<file path="config.mk">
export PLATFORM = sky130hd
export DESIGN_NAME = seg7_key_counter
export DESIGN_NICKNAME = d
export VERILOG_FILES = /design/src/rtl/seg7_pkg.sv /design/src/rtl/key_sync_edge.sv /design/src/rtl/seg7_key_counter.sv
export SDC_FILE = /design/constraint.sdc
export NUM_CORES = 1
export LEC_CHECK = 0
export ABC_AREA = 1
export CORE_MARGIN = 1.5
export CORE_UTILIZATION = 47
export CTS_CLUSTER_SIZE = 16
export DETAILED_ROUTE_END_ITERATION = 16
export MAX_ROUTING_LAYER = met4
export PLACE_DENSITY = 0.75
export SYNTH_ARGS = -nofsm -noshare
export SYNTH_HDL_FRONTEND = slang
export SYNTH_HIERARCHICAL = 1
export SYNTH_SLANG_ARGS = --single-unit
</file>
<file path="constraint.sdc">
create_clock -name clk -period 1.53 [get_ports clk]
set_clock_uncertainty 0.2 [all_clocks]
set_input_delay 0.306 -clock clk [delete_from_list [all_inputs] [get_ports clk]]
set_output_delay 0.306 -clock clk [all_outputs]
set_load 0.005 [all_outputs]
</file>
<file path="src/rtl/seg7_pkg.sv">
// Shared definitions for the HEX display blocks: active-low segment patterns
// ({g,f,e,d,c,b,a}), controller state type and the 2-bit digit decoder.
package seg7_pkg;

    localparam logic [6:0] SEG_0     = 7'b1000000;
    localparam logic [6:0] SEG_1     = 7'b1111001;
    localparam logic [6:0] SEG_2     = 7'b0100100;
    localparam logic [6:0] SEG_3     = 7'b0110000;
    localparam logic [6:0] SEG_BLANK = 7'b1111111;

    typedef enum logic {
        IDLE,
        LOCKOUT
    } ctrl_state_t;

    // Only the four digit patterns are reachable; the downstream encoder relies on it.
    function automatic logic [6:0] seg7_decode(input logic [1:0] digit);
        logic [6:0] seg;
        case (digit)
            2'd0:    seg = SEG_0;
            2'd1:    seg = SEG_1;
            2'd2:    seg = SEG_2;
            default: seg = SEG_3;
        endcase
        return seg;
    endfunction

endpackage

</file>
<file path="src/rtl/key_sync_edge.sv">
// Two-flop synchronizer plus previous-value flop for one active-low pushbutton;
// press pulses for one cycle on each synchronized falling edge.
module key_sync_edge (
    input  logic clk,
    input  logic reset,
    input  logic key,
    output logic press
);

    logic sync1_q;
    logic sync2_q;
    logic prev_q;

    // All three flops reset to the released level so reset never fakes a press.
    always_ff @(posedge clk or posedge reset) begin
        if (reset) begin
            sync1_q <= 1'b1;
            sync2_q <= 1'b1;
            prev_q  <= 1'b1;
        end else begin
            sync1_q <= key;
            sync2_q <= sync1_q;
            prev_q  <= sync2_q;
        end
    end

    assign press = !sync2_q && prev_q;

endmodule

</file>
<file path="src/rtl/seg7_key_counter.sv">
// Button-driven mod-4 counter with lockout debouncing, driving one active-low
// HEX digit (0-3) and exporting the binary count plus a one-cycle wrap pulse.
module seg7_key_counter
    import seg7_pkg::*;
#(
    parameter int DEBOUNCE_CYCLES = 4
) (
    input  logic       clk,
    input  logic       reset,
    input  logic       up_key,
    input  logic       down_key,
    output logic [6:0] hex,
    output logic [1:0] val,
    output logic       wrap
);

    localparam int LW = $clog2(DEBOUNCE_CYCLES + 1);

    ctrl_state_t   state_q;
    logic [LW-1:0] lock_cnt_q;
    logic [1:0]    count_q;
    logic          wrap_q;
    logic          up_press;
    logic          down_press;

    key_sync_edge u_up_sync (
        .clk   (clk),
        .reset (reset),
        .key   (up_key),
        .press (up_press)
    );

    key_sync_edge u_down_sync (
        .clk   (clk),
        .reset (reset),
        .key   (down_key),
        .press (down_press)
    );

    always_ff @(posedge clk or posedge reset) begin
        if (reset) begin
            state_q    <= IDLE;
            lock_cnt_q <= '0;
            count_q    <= 2'd0;
            wrap_q     <= 1'b0;
        end else begin
            wrap_q <= 1'b0;
            case (state_q)
                IDLE: begin
                    // Simultaneous up+down is ambiguous, so it is dropped without a lockout.
                    if (up_press ^ down_press) begin
                        count_q    <= up_press ? count_q + 2'd1 : count_q - 2'd1;
                        wrap_q     <= up_press ? (count_q == 2'd3) : (count_q == 2'd0);
                        lock_cnt_q <= LW'(DEBOUNCE_CYCLES);
                        state_q    <= LOCKOUT;
                    end
                end
                LOCKOUT: begin
                    lock_cnt_q <= lock_cnt_q - 1'b1;
                    if (lock_cnt_q == LW'(1)) begin
                        state_q <= IDLE;
                    end
                end
                default: state_q <= IDLE;
            endcase
        end
    end

    assign hex  = seg7_decode(count_q);
    assign val  = count_q;
    assign wrap = wrap_q;

endmodule

</file>
==> run metrics, run 1 <==
status complete, but fails checks; failing checks setup timing; synthesized cell area 663 um^2; fin crit share 1.15; FF+latch count, synth 13; crit start category register; CP Data Arrival Time 1.25 ns; reg2reg end wrap; Slowest-stage cell, CP dfrtp_1; htree depth 1; RSZ-0062 raised after global routing true; Cell Chain, Critical Path inv_2 > buf_6 > ha_4 > inv_2 > a21oi_2 > buf_2; ranking of synthesized cells by area dfrtp_1 26%, dfstp_2 24%, ha_1 13%; critical setup path kind reg -> out; placed cell count 105; worst vdd ir 0.999 mV; Yosys Warn Count 6; average wire per standard cell between 10 and 15 um; Worst Reg2Reg Path Length in Cells 9; Post-Synth Adder-Cell Area 0.132; Synth area leader dfrtp_1; Synth Area in Simple Gates 0.219; DP HPWL 781 um; met1 Use GR 0.187; RR Startpoint val[1]; met2 Use GR 0.310; Final Hold Vio Count 0; port bufs 12; TritonCTS Buffers 3; drt via density 4.63; clk sinks 13; clock latency on the worst-skew pair 0.26 ns; compound-gate portion of the synthesized area 0.0226; Die Ht 40.6 um; TritonCTS clock tree done; most frequent cells in the layout 20 x nand2_1, 11 x inv_1, 8 x buf_6, 7 x buf_4; Remaining DRCs 0; Die X about 41 um; final setup margin -0.226 ns; core footprint 0.00130 mm^2; Antenna Cells 0; Worst Path Max Fanout 3; PwrDens about 1800 mW/mm^2; DP Area 825 um^2; Critical Path RT 1.02 ns; clock root buffer clkbuf_4; IO Pins 14; Antenna Violating Nets Remaining 0; initial antenna violation count 0; GR Layer Usage met3 0.0167; die area 0.00165 mm^2; first-pass GRT wire length 1730 um; Max Fclk 570 MHz; Mapped Cells 75; largest net degree at the start of global routing 9; endpoints failing setup 6; max-cap violations 0; Synth cell types 17; vias 537; number of placement rows 13; average size of a mapped cell 8.84 um^2; GPL Wtd Cong slightly below 0.8; minimum clock period 1.76 ns; layout cells sized above 1 0.465; Core Util, Final 0.740; GRT Util Overall 0.171; vias in the first global route 439; Routed WL 1170 um; DRT iter0 DRCs 3; multiplexer area fraction after synthesis 0; CP bufs+invs 4; Reg clk slew, reported paths 0.08 ns; Max Slew Vio Count 0; most common cell after layout, fill and taps aside nand2_1; Power, Total 0.00169 W; XOR/XNOR Fraction of Synth Area 0; Final Instance Area ~960 um^2; family with the most delay on the worst path flip-flops; CP dominant cell by count inv_2; register area share after synthesis 0.502; GR peak layer met2; hold_ws 0.133 ns; area share of the largest cell type after synthesis 0.264; grt ovf 0; Syn Nets 86; non-filler instance count after layout between 100 and 150; CP peak stage delay between 0.4 and 0.5 ns; Starting Density 0.510; synthesis-to-layout area growth 45.3%; largest family of logic cells by synthesized area simple AND/OR/NAND/NOR gates; P_leak 0.502 nW; Critical Path Sink Type primary output; reg-to-reg slack, setup 0 ns; CTS max path bufs 2; fin nets 113; DRT Pass-1 Iters 4; worst hold path class in -> async
cells by family after synthesis:
group           Yosys count
buf+inv                  19
simple gates             32
compound gates            3
other cells               1
flops                    13
fa+ha+maj                 7
what timing repair did:
action	CTS	global route
endpoints found under the setup margin	9	9
gates resized for setup	53	4
buffers inserted	6	1
hold buffers	0	0
pin swaps	0	1
flip-flops by register name, indices dropped and copies added (netlist names):
register	flops
lock_cnt_q	3
state_q	1
u_down_sync/prev_q	1
u_down_sync/sync1_q	1
u_down_sync/sync2_q	1
u_up_sync/prev_q	1
u_up_sync/sync1_q	1
u_up_sync/sync2_q	1
val	2
wrap	1
report_power, final:
group	internal (W)	switching (W)	total [W]	leakage (nW)
sequential	0.000445	0.0000833	0.000528	0.147
clock	0.0000965	0.000105	0.000201	0.0177
combinational	0.000530	0.000429	0.000959	0.337
worst max path at each step:
stage,start,end,cells past startpoint
3_5_place_dp,val[1],hex[6],5
5_1_grt,val[1],hex[6],6
2_1_floorplan,val[0],hex[6],4
4_1_cts,val[1],hex[0],5
6_report,val[1],hex[6],6
3_3_place_gp,val[1],hex[6],5
Yosys cell counts, drive strengths merged:
library cell and number:
a21oi 1, buf 2, conb 1, dfrtp 7, dfstp 6, ha 7
inv 17, nand2 21, nand3 6, nor2 3, o21ai 2, or2 2
worst reg2reg max path, cell delays in order (launching register included):
cell and delay, ns:
dfrtp_1 0.41, buf_6 0.12, ha_4 0.13, inv_2 0.04, buf_4 0.12, buf_4 0.12
buf_4 0.11, nand2_1 0.04, o21ai_0 0.08, nor2_1 0.09
metrics by stage:
stage | setup WS, ns | setup TNS (ns)
finish | -0.226 | -1.13
global route | -0.286 | -1.51
CTS | -0.217 | -1.08
detailed placement | -0.332 | -1.36
global placement | -0.280 | -1.18
floorplan | 0.146 | 0
area by class of cell:
class                           instances  area [um^2]
Clock buffer                            3         22.5
Clock inverter                          1         5.00
Fill cell                              91          338
Inverter                               17         63.8
Multi-Input combinational cell         43          313
Sequential cell                        13          334
Tap cell                               15         18.8
Timing Repair Buffer                   24          206
routing by layer:
metal / up-vias / share of wire
met5: - / 0
met4: 0 / 0.0043
met3: 2 / 0.038
met2: 12 / 0.54
met1: 251 / 0.42
li1: 272 / -
Note: power is estimated with default switching activity, not from simulation.
==> run 2, diff against run 1 <==
--- a/config.mk
+++ b/config.mk
@@ -5,7 +5,6 @@
 export SDC_FILE = /design/constraint.sdc
 export NUM_CORES = 1
 export LEC_CHECK = 0
-export ABC_AREA = 1
 export CORE_MARGIN = 1.5
 export CORE_UTILIZATION = 47
 export CTS_CLUSTER_SIZE = 16
==> run metrics, run 2 <==
most common cell after layout, fill and taps aside buf_6; cts hold-fix bufs 0 (unchanged); Max Fclk 540 MHz (-5.1%); first-pass GRT wire length 2190 um (+27%); crit start category register; core footprint 0.00130 mm^2 (unchanged); Async SR Flop Fraction 1.00 (unchanged); clk sinks 13 (unchanged); RSZ-0062 raised after global routing true; largest net degree at the start of global routing 8 (-1); average wire per standard cell 16.1 um (+60%); critical setup path kind reg -> out; Reg clk slew, reported paths 0.08 ns (about the same); vias in the first global route 468 (+6.6%); PwrDens 2010 mW/mm^2 (+15%); area of the multi-input gates 363 um^2 (+16%); htree depth 1 (unchanged); FF+latch count, synth 13 (unchanged); RR Startpoint val[0]; Final Instance Area 0.00108 mm^2 (+12%); clock power share 0.096 (-0.023); CP peak stage delay 0.45 ns (+0.03 ns); clock root buffer clkbuf_4; Final Hold Vio Count 0 (unchanged); GRT Util Overall 0.230 (+0.0594); layout cells sized above 1 0.611 (+0.146); initial antenna violation count 0 (unchanged); P_leak 0.495 nW (-1.3%); most common cell in the netlist inv_1; synthesis-to-layout area growth 62.0%; placed cell count 90 (-14%); Synth cell types 21 (+4); hold_ws 0.130 ns (-0.00260 ns); Seq pwr share 0.246 (-0.067); Cell Chain, Critical Path buf_6 > ha_4 > or2_4 > buf_6; crit path launch val[0]; synthesized cell area 664 um^2 (+0.19%); port bufs 12 (unchanged); fill count 76 (-16%); CP bufs+invs 2 (-2); most frequent cells in the layout 16 x buf_6, 9 x buf_4, 7 x inv_1, 6 x dfrtp_1, 6 x dfstp_2; GPL Wtd Cong 0.745 (-4.2%); worst vdd ir 1.11 mV (+11%); fin crit share 1.21 (+0.0620); TritonCTS clock tree done; grt ovf 0 (unchanged); Sw Ratio 0.349 (-0.0172); Mapped Cells 58 (-23%); endpoints failing setup 10 (+4); CTS max path bufs 2 (unchanged); average size of a mapped cell 11.5 um^2 (+30%); Reg with most FFs lock_cnt_q; Die Ht 40.6 um (about the same); max-cap violations 0 (unchanged); Synth area leader dfrtp_1; DRT iter0 DRCs 14 (+11); worst hold path class in -> async; drt via density 4.99 (+7.8%); register area share after synthesis 0.501 (-0.000945); area share of the largest cell type after synthesis 0.264 (-0.000497); DP HPWL 878 um (+12%); TritonCTS Buffers 3 (unchanged); ranking of synthesized cells by area dfrtp_1 26%, dfstp_2 24%, ha_1 13%; status complete, but fails checks; Antenna Violating Nets Remaining 0 (unchanged); final setup margin -0.321 ns (-0.0948 ns); Critical Path Sink Type primary output; family with the most delay on the worst path flip-flops; number of placement rows 13 (unchanged); P_sw 0.000755 W (+22%); Yosys Warn Count 6 (unchanged); minimum clock period 1.85 ns (+0.0948 ns); FF+latch area 334 um^2 (unchanged); Antenna Cells 0 (unchanged); DP Area 843 um^2 (+2.3%); Comb pwr share 0.658 (+0.090); Post-synth EDFFs 0 (unchanged); Syn Nets 69 (-20%); IO Pins 14 (unchanged); fin nets 102 (-9.7%); Primary FF master, synth dfrtp_1; die area 0.00165 mm^2 (+0.17%); Commonest cells post-synth 10 x inv_1, 7 x dfrtp_1, 7 x ha_1, 6 x dfstp_2, 4 x nor2_1; Routed WL 1690 um (+45%); Critical Path RT 1.02 ns (about the same); Slowest-stage cell, CP dfrtp_2; DRT Pass-1 Iters 4 (unchanged); Max Slew Vio Count 0 (unchanged); CP dominant cell by count buf_6; Worst Path Max Fanout 4 (+1); Starting Density 0.511 (+0.000961); Remaining DRCs 0 (unchanged); Pint 0.00141 W (+32%); CP Data Arrival Time 1.34 ns (+0.09 ns); Die X 40.6 um (about the same); max reg flops 3 (unchanged); vias 524 (-2.4%); non-filler instance count after layout 105 (-9.5%); clock latency on the worst-skew pair 0.27 ns (about the same); failing checks setup timing
[run 2: cell types whose count changed after synthesis, sizes merged, moves of 2 or more]
cell and delta:
nand3b +2, nand3 -4, nor2b +2, a31oi +3, xnor2 +3, inv -7, nand2 -21
[run 2: worst register-to-register path, delay by kind of cell (launching register included)]
kind                     cells  cell delay (ns)
adder cells (fa/ha/maj)      1             0.27
flip-flops                   1             0.42
AO/OA/AOI/OAI                2             0.44
buffers and inverters        2             0.19
AND/OR/NAND/NOR              1             0.04
[run 2: timing repair]
item                       CTS  global route
pin swaps                    6             7
gates resized for setup     60             7
buffers inserted             9             4
setup endpoints to repair   10            13
[run 2: final timing paths]
check | end | slack (ns) | depth (start not counted)
min in group clk | u_down_sync/sync2_q | 0.16 | 0
worst min-delay path | val[1] | 0.13 | 2
worst max-delay path | hex[4] | -0.32 | 4
max in group asynchronous | val[0] | 0.75 | 2
worst max register to register | val[1] | -0.08 | 6
worst min register to register | u_down_sync/sync2_q | 0.16 | 0
[run 2: power groups by stage]
stage / registers, W / clock network, W / logic (W)
3_5_place_dp: 0.000528 / 0 / 0.000870
3_3_place_gp: 0.000522 / 0 / 0.000838
5_1_grt: 0.000546 / 0.000228 / 0.00154
4_1_cts: 0.000523 / 0.000213 / 0.00129
6_report: 0.000533 / 0.000207 / 0.00143
2_1_floorplan: 0.000519 / 0 / 0.000399
[run 2: cell type report]
type,count,share of cell area
Tap cell,15,0.0174
Sequential cell,13,0.310
Clock buffer,4,0.0244
Inverter,10,0.0349
Timing Repair Buffer,31,0.276
Multi-Input combinational cell,32,0.337
[run 2: through the flow]
step                setup TNS, ns  setup WS [ns]  power, W  utilization
finish                      -1.42         -0.321   0.00217        0.827
detailed placement          -1.75         -0.362   0.00140        0.648
floorplan                       0        0.00634  0.000918            -
global placement            -1.56         -0.331   0.00136        0.648
global route                -1.82         -0.369   0.00231        0.827
CTS                         -1.32         -0.327   0.00203        0.795
[run 2: per-layer routing]
layer,wire length [um],GRT usage,vias to the layer above
li1,-,-,253
met1,676,0.217,254
met2,958,0.437,15
met3,48,0.0333,2
met4,8,0.125,0
met5,0,-,-
[run 2: cell families after synthesis]
family | count (synthesis) | share of synthesized area
AO/OA/AOI/OAI | 8 | 0.0866
AND/OR/NAND/NOR | 13 | 0.137
buffers and inverters | 13 | 0.0866
XOR/XNOR | 3 | 0.0509
other | 1 | 0.00564
flip-flops | 13 | 0.501
adder cells (fa/ha/maj) | 7 | 0.132
==> run 3, diff against run 2 <==
--- a/config.mk
+++ b/config.mk
@@ -6,11 +6,11 @@
 export NUM_CORES = 1
 export LEC_CHECK = 0
 export CORE_MARGIN = 1.5
-export CORE_UTILIZATION = 47
-export CTS_CLUSTER_SIZE = 16
+export CORE_UTILIZATION = 45
+export CTS_CLUSTER_SIZE = 12
 export DETAILED_ROUTE_END_ITERATION = 16
 export MAX_ROUTING_LAYER = met4
-export PLACE_DENSITY = 0.75
+export PLACE_DENSITY = 0.72
 export SYNTH_ARGS = -nofsm -noshare
 export SYNTH_HDL_FRONTEND = slang
 export SYNTH_HIERARCHICAL = 1
==> run metrics, run 3 (synthesis gave the netlist of run 2 again) <==
IO Pins 14 (unchanged); worst vdd ir 0.958 mV (-14%); Cell Chain, Critical Path ha_4 > or2_4 > buf_6; most frequent cells in the layout 11 x buf_4, 8 x buf_6, 7 x inv_1, 6 x dfstp_2; Met3 Wirelength 64 um (+33%); Die X 41.4 um (+2.0%); clk sinks 13 (unchanged); vias 507 (-3.2%); met2 wire length 759 um (-21%); max reg flops 3 (unchanged); cts hold-fix bufs 0 (unchanged); Remaining DRCs 0 (unchanged); clock latency on the worst-skew pair 0.27 ns (about the same); wl on met1 532 um (-21%); port bufs 12 (unchanged); Starting Density 0.498 (-0.0125); GRT Util Overall 0.174 (-0.0563); layout cells sized above 1 0.593 (-0.0181); final setup margin -0.257 ns (+0.0639 ns); CTS max path bufs 2 (unchanged); critical setup path kind reg -> out; max-cap violations 0 (unchanged); Routed WL 1370 um (-19%); crit start category register; endpoints failing setup 6 (-4); DRT iter0 DRCs 3 (-11); drt via density 5.02 (+0.59%); most common cell after layout, fill and taps aside buf_4; Worst Path Max Fanout 4 (unchanged); Antenna Cells 0 (unchanged); fin crit share 1.17 (-0.0418); Max Fclk 560 MHz (+3.6%); minimum clock period 1.79 ns (-0.0639 ns); initial antenna violation count 0 (unchanged); DRT Pass-1 Iters 4 (unchanged); Reg clk slew, reported paths 0.08 ns (about the same); Max Slew Vio Count 0 (unchanged); CP Data Arrival Time 1.28 ns (-0.06 ns); status complete, but fails checks; grt ovf 0 (unchanged); core footprint 0.00133 mm^2 (+2.5%); FF+latch area 335 um^2 (+0.37%); fin nets 98 (-3.9%); Antenna Violating Nets Remaining 0 (unchanged); average wire per standard cell 13.5 um (-16%); TritonCTS clock tree done; htree depth 1 (unchanged); GPL Wtd Cong 0.729 (-2.2%); first-pass GRT wire length 2210 um (+0.96%); Final Hold Vio Count 0 (unchanged); clock root buffer clkbuf_4; Reg with most FFs lock_cnt_q; die area 0.00172 mm^2 (+4.1%); CP peak stage delay 0.47 ns (+0.02 ns); DR top layer met4; P_leak 0.471 nW (-4.9%); Critical Path Sink Type primary output; fill count 89 (+17%); TritonCTS Buffers 3 (unchanged); Slowest-stage cell, CP dfrtp_2; Die Ht 41.4 um (+2.0%); number of placement rows 13 (unchanged); synthesis-to-layout area growth 53.5%; area of the multi-input gates 368 um^2 (+1.4%); failing checks setup timing; vias in the first global route 513 (+9.6%); largest net degree at the start of global routing 8 (unchanged); setup_tns -1.12 ns (+0.304 ns); PwrDens 1880 mW/mm^2 (-6.8%); Critical Path RT 1.02 ns (about the same); Power, Total 0.00191 W (-12%); worst hold path class in -> async; RSZ-0062 raised after global routing true
run 3: final cells by class:
type | instances | share of cell area
timing repair buffer | 27 | 0.227
clock buffer | 4 | 0.0258
sequential | 13 | 0.329
tap | 15 | 0.0184
inverter | 10 | 0.0393
multi-input combinational | 32 | 0.361
run 3: per-layer routing:
layer,track usage,up-vias
met5,-,-
met3,0.0391,2
met1,0.202,250
li1,-,237
met2,0.288,18
met4,0.0774,0
run 3: what timing repair did:
| action | 4_1_cts | 5_1_grt |
|---|---|---|
| resized for setup | 54 | 8 |
| setup buffers | 4 | 4 |
| endpoints found under the setup margin | 10 | 9 |
| pin swaps | 5 | 5 |
run 3: report_power, final:
part | switching [W] | internal (W) | total, W
combinational | 0.000454 | 0.000688 | 0.00114
sequential | 0.000120 | 0.000444 | 0.000564
clock | 0.000106 | 0.000101 | 0.000207
run 3: worst paths after layout:
kind                            cells past startpoint                start  slack [ns]                   to
worst min register to register                      0  u_down_sync/sync1_q        0.16  u_down_sync/sync2_q
min in group clk                                    0  u_down_sync/sync1_q        0.16  u_down_sync/sync2_q
max in group asynchronous                           2                reset        0.75               val[0]
worst min-delay path                                2                reset        0.13        lock_cnt_q[1]
worst max-delay path                                3               val[0]       -0.26               hex[4]
worst max register to register                      5  u_down_sync/sync2_q        0.02               val[1]
run 3: worst max-delay path: cells and delay by family, from the launching register on:
| kind | cells | cell delay [ns] |
|---|---|---|
| flops | 1 | 0.47 |
| simple gates | 1 | 0.25 |
| fa+ha+maj | 1 | 0.18 |
| buf+inv | 1 | 0.11 |
run 3: metrics by stage:
| stage | hold slack [ns] | util | instances | worst slack [ns] | instance area (um^2) |
|---|---|---|---|---|---|
| 5_1_grt | 0.162 | 0.765 | 101 | -0.296 | 1020 |
| 2_1_floorplan | -0.0906 | - | 58 | 0.00634 | 664 |
| 3_3_place_gp | 0.148 | 0.627 | 89 | -0.325 | 836 |
| 3_5_place_dp | 0.148 | 0.627 | 89 | -0.338 | 836 |
| 6_report | 0.134 | 0.765 | 101 | -0.257 | 1020 |
| 4_1_cts | 0.148 | 0.701 | 97 | -0.246 | 935 |
